===== src/rtl/module_cpu_control.sv =====
// Mini-CPU instruction sequencer. Each start pulse runs one 18-bit instruction.
// It reads operands from the register memory, drives the external ALU, writes
// the result back and then raises a single display-update pulse.
// Optional feature: define CTRL_OVF_FLAG_EN to add the signed-overflow flag
// output ovf.
// Handshake: start is taken only while busy=0. mem_rd_en returns mem_rdata
// one cycle later. mem_we writes in the same cycle it is high. done and
// disp_en pulse high together for exactly one cycle.
module module_cpu_control #(
  parameter int DATA_W = 16,
  parameter int ADDR_W = 4,
  parameter int IMM_W  = 7
) (
  input  logic              clk,
  input  logic              rst_n,
  input  logic              start,
  input  logic [17:0]       instr,
  output logic              busy,
  output logic              done,
  output logic [ADDR_W-1:0] mem_addr,
  output logic              mem_rd_en,
  input  logic [DATA_W-1:0] mem_rdata,
  output logic              mem_we,
  output logic [DATA_W-1:0] mem_wdata,
  output logic [1:0]        alu_op,
  output logic [DATA_W-1:0] alu_a,
  output logic [DATA_W-1:0] alu_b,
  input  logic [DATA_W-1:0] alu_result,
  output logic              disp_en,
  output logic [2:0]        disp_opcode,
  output logic [ADDR_W-1:0] disp_addr,
  output logic [DATA_W-1:0] disp_value,
`ifdef CTRL_OVF_FLAG_EN
  output logic              ovf,
`endif
  output logic [3:0]        dbg_state
);

  localparam logic [3:0] S_IDLE   = 4'd0;
  localparam logic [3:0] S_DECODE = 4'd1;
  localparam logic [3:0] S_RD1    = 4'd2;
  localparam logic [3:0] S_RD1W   = 4'd3;
  localparam logic [3:0] S_RD2    = 4'd4;
  localparam logic [3:0] S_RD2W   = 4'd5;
  localparam logic [3:0] S_EXEC   = 4'd6;
  localparam logic [3:0] S_WB     = 4'd7;
  localparam logic [3:0] S_CLR    = 4'd8;
  localparam logic [3:0] S_DISP   = 4'd9;

  localparam logic [2:0] OP_LOAD = 3'b000;
  localparam logic [2:0] OP_ADD  = 3'b001;
  localparam logic [2:0] OP_ADDI = 3'b010;
  localparam logic [2:0] OP_SUB  = 3'b011;
  localparam logic [2:0] OP_SUBI = 3'b100;
  localparam logic [2:0] OP_MUL  = 3'b101;
  localparam logic [2:0] OP_CLR  = 3'b110;
  localparam logic [2:0] OP_DISP = 3'b111;

  logic [3:0]        state, state_nxt;
  logic [17:0]       ins;
  logic [DATA_W-1:0] reg_a, reg_b, result;
  logic [ADDR_W-1:0] clr_cnt;

  logic [2:0]        opcode;
  logic [ADDR_W-1:0] dst, src1, src2;
  logic [DATA_W-1:0] imm_ext;

  assign opcode    = ins[17:15];
  assign dst       = ins[11 +: ADDR_W];
  assign src1      = ins[7 +: ADDR_W];
  assign src2      = ins[3 +: ADDR_W];
  assign imm_ext   = {{(DATA_W-IMM_W){ins[IMM_W-1]}}, ins[IMM_W-1:0]};
  assign dbg_state = state;

  // Next-state selection; the instruction path is chosen from the latched opcode.
  always_comb begin
    state_nxt = state;
    case (state)
      S_IDLE:   if (start) state_nxt = S_DECODE;
      S_DECODE: begin
        if (opcode == OP_LOAD)     state_nxt = S_WB;
        else if (opcode == OP_CLR) state_nxt = S_CLR;
        else                       state_nxt = S_RD1;
      end
      S_RD1:    state_nxt = S_RD1W;
      S_RD1W: begin
        if (opcode == OP_DISP)                             state_nxt = S_DISP;
        else if (opcode == OP_ADDI || opcode == OP_SUBI)   state_nxt = S_EXEC;
        else                                               state_nxt = S_RD2;
      end
      S_RD2:    state_nxt = S_RD2W;
      S_RD2W:   state_nxt = S_EXEC;
      S_EXEC:   state_nxt = S_WB;
      S_WB:     state_nxt = S_DISP;
      S_CLR:    if (clr_cnt == {ADDR_W{1'b1}}) state_nxt = S_DISP;
      S_DISP:   state_nxt = S_IDLE;
      default:  state_nxt = S_IDLE;
    endcase
  end

  // State, operand, result and display registers; reset aborts any instruction.
  always_ff @(posedge clk or negedge rst_n) begin
    if (!rst_n) begin
      state       <= S_IDLE;
      ins         <= '0;
      reg_a       <= '0;
      reg_b       <= '0;
      result      <= '0;
      clr_cnt     <= '0;
      disp_opcode <= '0;
      disp_addr   <= '0;
      disp_value  <= '0;
    end else begin
      state <= state_nxt;
      case (state)
        S_IDLE:   if (start) ins <= instr;
        S_DECODE: begin
          clr_cnt <= '0;
          if (opcode == OP_LOAD) result <= imm_ext;
          if (opcode == OP_ADDI || opcode == OP_SUBI) reg_b <= imm_ext;
        end
        S_RD1W:   reg_a   <= mem_rdata;
        S_RD2W:   reg_b   <= mem_rdata;
        S_EXEC:   result  <= alu_result;
        S_CLR:    clr_cnt <= clr_cnt + 1'b1;
        default:  ;
      endcase
      // Display fields are captured once, on entry to DISP, and then held.
      if (state_nxt == S_DISP && state != S_DISP) begin
        disp_opcode <= opcode;
        if (opcode == OP_DISP) begin
          disp_addr  <= src1;
          disp_value <= mem_rdata;
        end else if (opcode == OP_CLR) begin
          disp_addr  <= '0;
          disp_value <= '0;
        end else begin
          disp_addr  <= dst;
          disp_value <= result;
        end
      end
    end
  end

`ifdef CTRL_OVF_FLAG_EN
  // Signed overflow from operand and result signs; DISPLAY leaves the flag alone.
  always_ff @(posedge clk or negedge rst_n) begin
    if (!rst_n) begin
      ovf <= 1'b0;
    end else if (state == S_DECODE && (opcode == OP_LOAD || opcode == OP_CLR)) begin
      ovf <= 1'b0;
    end else if (state == S_EXEC) begin
      if (opcode == OP_ADD || opcode == OP_ADDI)
        ovf <= (reg_a[DATA_W-1] == reg_b[DATA_W-1]) && (alu_result[DATA_W-1] != reg_a[DATA_W-1]);
      else if (opcode == OP_SUB || opcode == OP_SUBI)
        ovf <= (reg_a[DATA_W-1] != reg_b[DATA_W-1]) && (alu_result[DATA_W-1] != reg_a[DATA_W-1]);
      else
        ovf <= 1'b0;
    end
  end
`endif

  // Output decode from state; idle outputs are all zero except alu_op = NADA.
  always_comb begin
    busy      = (state != S_IDLE);
    done      = (state == S_DISP);
    disp_en   = (state == S_DISP);
    mem_addr  = '0;
    mem_rd_en = 1'b0;
    mem_we    = 1'b0;
    mem_wdata = '0;
    alu_op    = 2'b11;
    alu_a     = '0;
    alu_b     = '0;
    case (state)
      S_RD1: begin
        mem_addr  = src1;
        mem_rd_en = 1'b1;
      end
      S_RD2: begin
        mem_addr  = src2;
        mem_rd_en = 1'b1;
      end
      S_EXEC: begin
        alu_a = reg_a;
        alu_b = reg_b;
        if (opcode == OP_ADD || opcode == OP_ADDI)      alu_op = 2'b00;
        else if (opcode == OP_SUB || opcode == OP_SUBI) alu_op = 2'b01;
        else if (opcode == OP_MUL)                      alu_op = 2'b10;
        else                                            alu_op = 2'b11;
      end
      S_WB: begin
        mem_we    = 1'b1;
        mem_addr  = dst;
        mem_wdata = result;
      end
      S_CLR: begin
        mem_we    = 1'b1;
        mem_addr  = clr_cnt;
        mem_wdata = '0;
      end
      default: ;
    endcase
  end

endmodule


===== config.mk =====
export PLATFORM = sky130hd
export DESIGN_NAME = module_cpu_control
export DESIGN_NICKNAME = d
export VERILOG_FILES = /design/src/rtl/module_cpu_control.sv
export SDC_FILE = /design/constraint.sdc
export NUM_CORES = 1
export LEC_CHECK = 0
export CAP_MARGIN = 25
export CORE_MARGIN = 2
export CORE_UTILIZATION = 23
export CTS_CLUSTER_DIAMETER = 100
export DETAILED_ROUTE_END_ITERATION = 7
export SKIP_LAST_GASP = 1
export SLEW_MARGIN = 20
export SYNTH_ARGS = -nofsm -noshare
export SYNTH_HDL_FRONTEND = slang
export SYNTH_SLANG_ARGS = --single-unit

===== constraint.sdc =====
create_clock -name clk -period 2.8 [get_ports clk]
set_input_delay 0.7 -clock clk [delete_from_list [all_inputs] [get_ports clk]]
set_output_delay 0.7 -clock clk [all_outputs]
set_load 0.01 [all_outputs]

Word-level counts from Yosys, hierarchy flattened
Cells that the tools add are included.

Logic and storage cells: 72. Input port bits: 53. Bits in registers: 97. Output and inout bits: 86.

Equal/unequal tests: 21. Add/subtract/negate cells: 1. Reductions and logical operators: 15. Mux-type cells: 26.

Operators by type and width (number): 2-to-1 mux 16 bit (7); case mux 16 bit (2 select lines) (2); case mux 4 bit (9 select lines) (1); 2-to-1 mux 4 bit (7); equality test 4 x 3 -> 1 bit, second input constant (4); equality test 4 bit, second input constant (4); case mux 4 bit (4 select lines) (1); equality test 3 bit, second input constant (4); equality test 4 x 2 -> 1 bit, second input constant (2); 2-to-1 mux 2 bit (4); case mux 4 bit (2 select lines) (1); equality test 3 x 2 -> 1 bit, second input constant (2); AND reduction 2 bit (3); nonzero test 2 bit (3); adder 4 x 1 -> 4 bit, second input constant (1); equality test 4 x 1 -> 1 bit, second input constant (1); zero test 4 bit (1); != test 2 bit, second input constant (2); != test 4 bit, second input constant (1); nonzero test 4 bit (1); OR reduction 2 bit (2); equality test 3 x 1 -> 1 bit, second input constant (1); zero test 3 bit (1); logical OR 1 bit (3); other kinds (2) (4).

Logic depth before layout (Yosys ltp)
Word-level depth: 7. Gate-level depth with buffers: 8. Mapped depth without buffers: 6.

Worst setup path after synthesis
No wires, ideal clock.

Path type: reg2out. Start: register state[3], in the netlist dbg_state[3]. End: output port alu_a[0]. Path slack: 0.408 ns. Stages on the path, launching flop included: 8. Data required time: 2.100 ns. Arrival: 1.692 ns. Path buffers: 3. Cells stage by stage: dfrtp_1 -> buf_4 -> nor2b_1 -> nand2_1 -> nor2_1 -> clkbuf_1 -> clkbuf_1 -> and2_1.

Word-level cells in the longest chain between the ends: 2.

Ends and longest elaborated chain: start: declaration (RTL line 59) `logic [3:0] state, state_nxt;`; start signal: assignment (RTL line 114) `state <= state_nxt;`; equality test 4 x 3 -> 1 bit (RTL line 175) `case (state)`; 2-to-1 mux 16 bit (RTL line 175); end: declaration (RTL line 26) `output logic [DATA_W-1:0] alu_a,`.

Every way passes these cells.

Worst setup path after layout
Start: register state[3], in the netlist dbg_state[3]. End: output port alu_op[1].

Word-level cells in the longest chain between the ends: 2.

Ends and longest elaborated chain: equality test 4 x 3 -> 1 bit (RTL line 175); 2-to-1 mux 2 bit (RTL line 175); end: declaration (RTL line 25) `output logic [1:0] alu_op,`.

Every way passes these cells.

==> results.env <==
SEQUENTIAL_ELEMENT_SHARE_OF_THE_SYNTHESIZED_AREA=0.496
SYNTH.LIB_CELLS_USED.DISTINCT=44
FLOORPLAN.DIE.WIDTH_UM=150
GRT_SETUP_UNREPAIRED='yes'
CRITICAL_PATH_AT_NS=2.04
REPORT.FINAL.SETUP_VIOL=0
MAXSLEWVIOLCOUNT=0
POWER_PER_CELL_AREA_mW_PER_MM2=1040
TIMING.CRITICAL_PATH.BUF_INV=3
CLK-INSERTION-DELAY-LATE_NS=0.35
DRTITER0DRC=214
MAPPEDNETLISTAREA_MM2=0.00489
FLOORPLAN.INITIALDENSITY=0.233
GLOBALROUTE.TOTALOVERFLOW=0
SYN-MEAN-INSTANCE-AREA_UM2=10.5
GPL.FINAL_WEIGHTED_CONGESTION=0.814
VDD_DROP_MAX_uV=327
DIE_BOUNDARY_HEIGHT_UM=150
HOLD_PATH.CLASS='in2async'
MAX-SLEW-MARGIN-REL=0.667
GRT_ANTENNA_BEFORE_REPAIR=0
YS_WARN_COUNT=0
AREA.GROWTH.SYNTH_TO_FINAL_PCT=46.4
MAX-CLOCK-PATH-BUFFERS=2
HTREE_NUM_LEVELS=3
CRITICAL_PATH_CLASS='reg2out'
WORSTPATHCELLLIST='nor2b_2 > nand2_1 > nor2_4 > buf_12 > buf_16 > nand2_1 > clkdlybuf4s50_1'
FINAL.MIN_CLOCK_PERIOD_NS=2.74
DETAIL_ROUTE.DRC_VIOLATIONS=0
FIN_SKEW_NS=0.00964
CRITPATHREQUIREDTIME_NS=2.10
POST_SYNTH_INST_COUNT=466
PLACED_AREA_MM2=0.00666
LEAKAGE_nW=3.58
CLKSINKCOUNT=97
WORST_PATH_DOMINANT_CELL_FAMILY='buffers and inverters'
TIMING_HOLD_VIOLATIONS_FINAL=0
NUM_ROWS=53
NNETSFINAL=660
ASYNCSETRESETFLOPFRACSYNTH=1.00
DIE_AREA_MM2=0.0225
CRIT_SLOWEST_CELL='clkdlybuf4s50_1'
WORST_SETUP_HOLD_PATH_CLK_SLEW_NS=0.07
START_KIND='flip-flop'
STATUS='completed'
N_ANTENNA_CELL=0
POST_ROUTE_CELLS_DRIVE_ABOVE_1_SHARE=0.173
SYNTH_FLOP_CELL='dfrtp_1'
MAX_SLEW.WORST_PIN.SLEW_NS=0.499
CTS_BUFFERS=9
DRTPASS1ITERATIONS=4
MIN_PERIOD_OVER_PERIOD=0.980
WIRE_LENGTH_OF_THE_FIRST_GLOBAL_ROUTING_PASS_MM=23.6
CAP_VIOL_MAX_COUNT=0
TOTAL_HALF_PERIMETER_WIRELENGTH_AFTER_LEGALIZATION_AND_DETAILED_PLACEMENT_MM=11.0
FINISH.CELL_COUNT_WITHOUT_FILLERS=886
DP.CELLS=864
SYNTH-EDFF-COUNT=0
PORT_BUFFERS=138
ROUTED_WL_MM=15.8
FINAL_CORE_UTILIZATION=0.342
CRITPATHMOSTFREQUENTCELL='nand2_1'
SYNTH_NETS=520
POSTSYNTHREGISTERBITS=97
CRIT_PATH_END_KIND='primary output'
GRT_MAX_DEGREE=41
MAX_FREQ_MHz=364
ROUTE.DETAILED.VIAS_PER_INST=4.54
CTS.ROOT.BUFFER_CELL='clkbuf_16'
DESIGN.PORTCOUNT=139
LAYOUT.CELL_AREA.NON_FILLER_MM2=0.00716
OVERALL_FRACTION_OF_GLOBAL_ROUTE_TRACKS_IN_USE=0.140
CTS_TREE='built'
POST_CTS_HOLD_BUFFER_COUNT=0
ANT_NETS=0
MAX_STAGE_DELAY_NS=0.49
ROUTED-VIA-COUNT=4025
CRITPATHMAXFANOUT=33
WL_PER_CELL_UM=17.8
DESIGN.CORE.AREA_MM2=0.0210
FIRST_GLOBAL_VIAS=4049
## final timing paths
path | startpoint | slack, ns | to | cells past startpoint
max | dbg_state[3] | 0.06 | alu_op[1] | 7
min | rst_n | 0.30 | clr_cnt[0] | 1
max reg2reg | dbg_state[1] | 0.55 | disp_value[9] | 7
min reg2reg | reg_b[1] | 0.49 | reg_b[1] | 2
max in group asynchronous | rst_n | 1.74 | reg_a[10] | 2
min in group clk | reg_b[1] | 0.49 | reg_b[1] | 2
## worst reg2reg max path, stage by stage, from the launching register on
cell and delay, ns:
dfrtp_1 0.38, buf_4 0.18, and2b_1 0.29, nand2_2 0.12, o311a_1 0.40, a21boi_4 0.21
buf_12 0.21, mux2_1 0.35
## cells in the final DEF, fill, tap and decap left out, types with 2 or more instances in the layout
master,instances
clkdlybuf4s50_1,101
dfrtp_1,95
nand2_1,73
and2_1,49
o21ai_0,47
mux2_2,37
dlymetal6s2s_1,35
buf_4,21
mux2i_1,12
mux2_1,12
a21oi_1,11
mux2_4,10
a221o_1,10
clkbuf_16,10
nor2_1,6
nand3_1,6
a22oi_1,6
buf_12,5
and3_1,4
inv_1,4
a22o_1,4
nand2b_1,3
o22ai_1,3
o31ai_1,3
nor2_4,2
nor3b_1,2
nand4_1,2
xnor2_1,2
nor3_1,2
or2_2,2
nor2_2,2
nor3b_2,2
o311a_1,2
clkinv_2,2
dfrtp_2,2
## area by class of cell
type | instances | area, um2
Clock buffer | 10 | 239
Clock inverter | 6 | 65.1
Fill cell | 2170 | 13800
Inverter | 4 | 15.0
Multi-Input combinational cell | 328 | 2290
Sequential cell | 97 | 2430
Tap cell | 275 | 344
Timing Repair Buffer | 166 | 1780
## per-layer routing
layer / share of wire / wire length [um] / track usage
met1: 0.46 / 7240 / 0.187
met2: 0.47 / 7480 / 0.224
met3: 0.046 / 729 / 0.0204
met4: 0.023 / 363 / 0.0642
met5: 0 / 0 / 0
## sequential cells by signal (all words and copies together) (netlist names), 4 cells and up
signal      flops
clr_cnt         4
ins            18
reg_a          16
disp_value     16
disp_addr       4
result         16
dbg_state       4
reg_b          16
## power breakdown
group          switching, W  internal [W]
Sequential         0.000498       0.00206
Combinational       0.00170       0.00191
Clock              0.000561      0.000719
Total               0.00276       0.00469
## timing repair
action                     CTS  global route
cloned                       1             1
buffers inserted             3             1
gates resized for setup      5            39
pin swaps                    0             1
setup endpoints to repair   40            47
## through the flow
stage / power [W] / setup WS, ns / hold WS (ns) / setup TNS [ns]
2_1_floorplan: 0.00453 / 0.408 / 0.404 / 0
3_3_place_gp: 0.00606 / 0.347 / 0.469 / 0
3_5_place_dp: 0.00613 / 0.310 / 0.478 / 0
4_1_cts: 0.00754 / -0.0390 / 0.317 / -0.0578
5_1_grt: 0.00799 / -0.0655 / 0.326 / -0.0804
6_report: 0.00745 / 0.0559 / 0.305 / 0
## synth_stat cells, types with 3 or more instances
cell type / number / area, um2
mux2_1: 12 / 135
o31ai_1: 3 / 22.5
o22ai_1: 3 / 18.8
mux2_4: 10 / 150
nand3_1: 6 / 30.0
mux2_2: 37 / 417
and3_1: 4 / 25.0
nand2b_1: 3 / 18.8
buf_4: 5 / 37.5
inv_1: 4 / 15.0
buf_2: 5 / 25.0
a21oi_1: 11 / 55.1
o21ai_0: 48 / 240
dfrtp_1: 97 / 2430
and2_1: 49 / 307
a22o_1: 4 / 35.0
a22oi_1: 6 / 45.0
nor2_1: 8 / 30.0
clkbuf_1: 23 / 86.3
mux2i_1: 12 / 120
a221o_1: 10 / 100
nand2_1: 73 / 274
## cells by family (layout without fill, tap and decap cells)
family | after synthesis | in the layout | share of synthesized area
flops | 97 | 97 | 0.496
xor+xnor | 3 | 3 | 0.00537
mux | 71 | 71 | 0.168
buf+inv | 41 | 186 | 0.0396
simple gates | 162 | 162 | 0.170
compound gates | 91 | 91 | 0.118
fa+ha+maj | 1 | 1 | 0.00256
No activity file was read; power rests on OpenSTA's default activity.
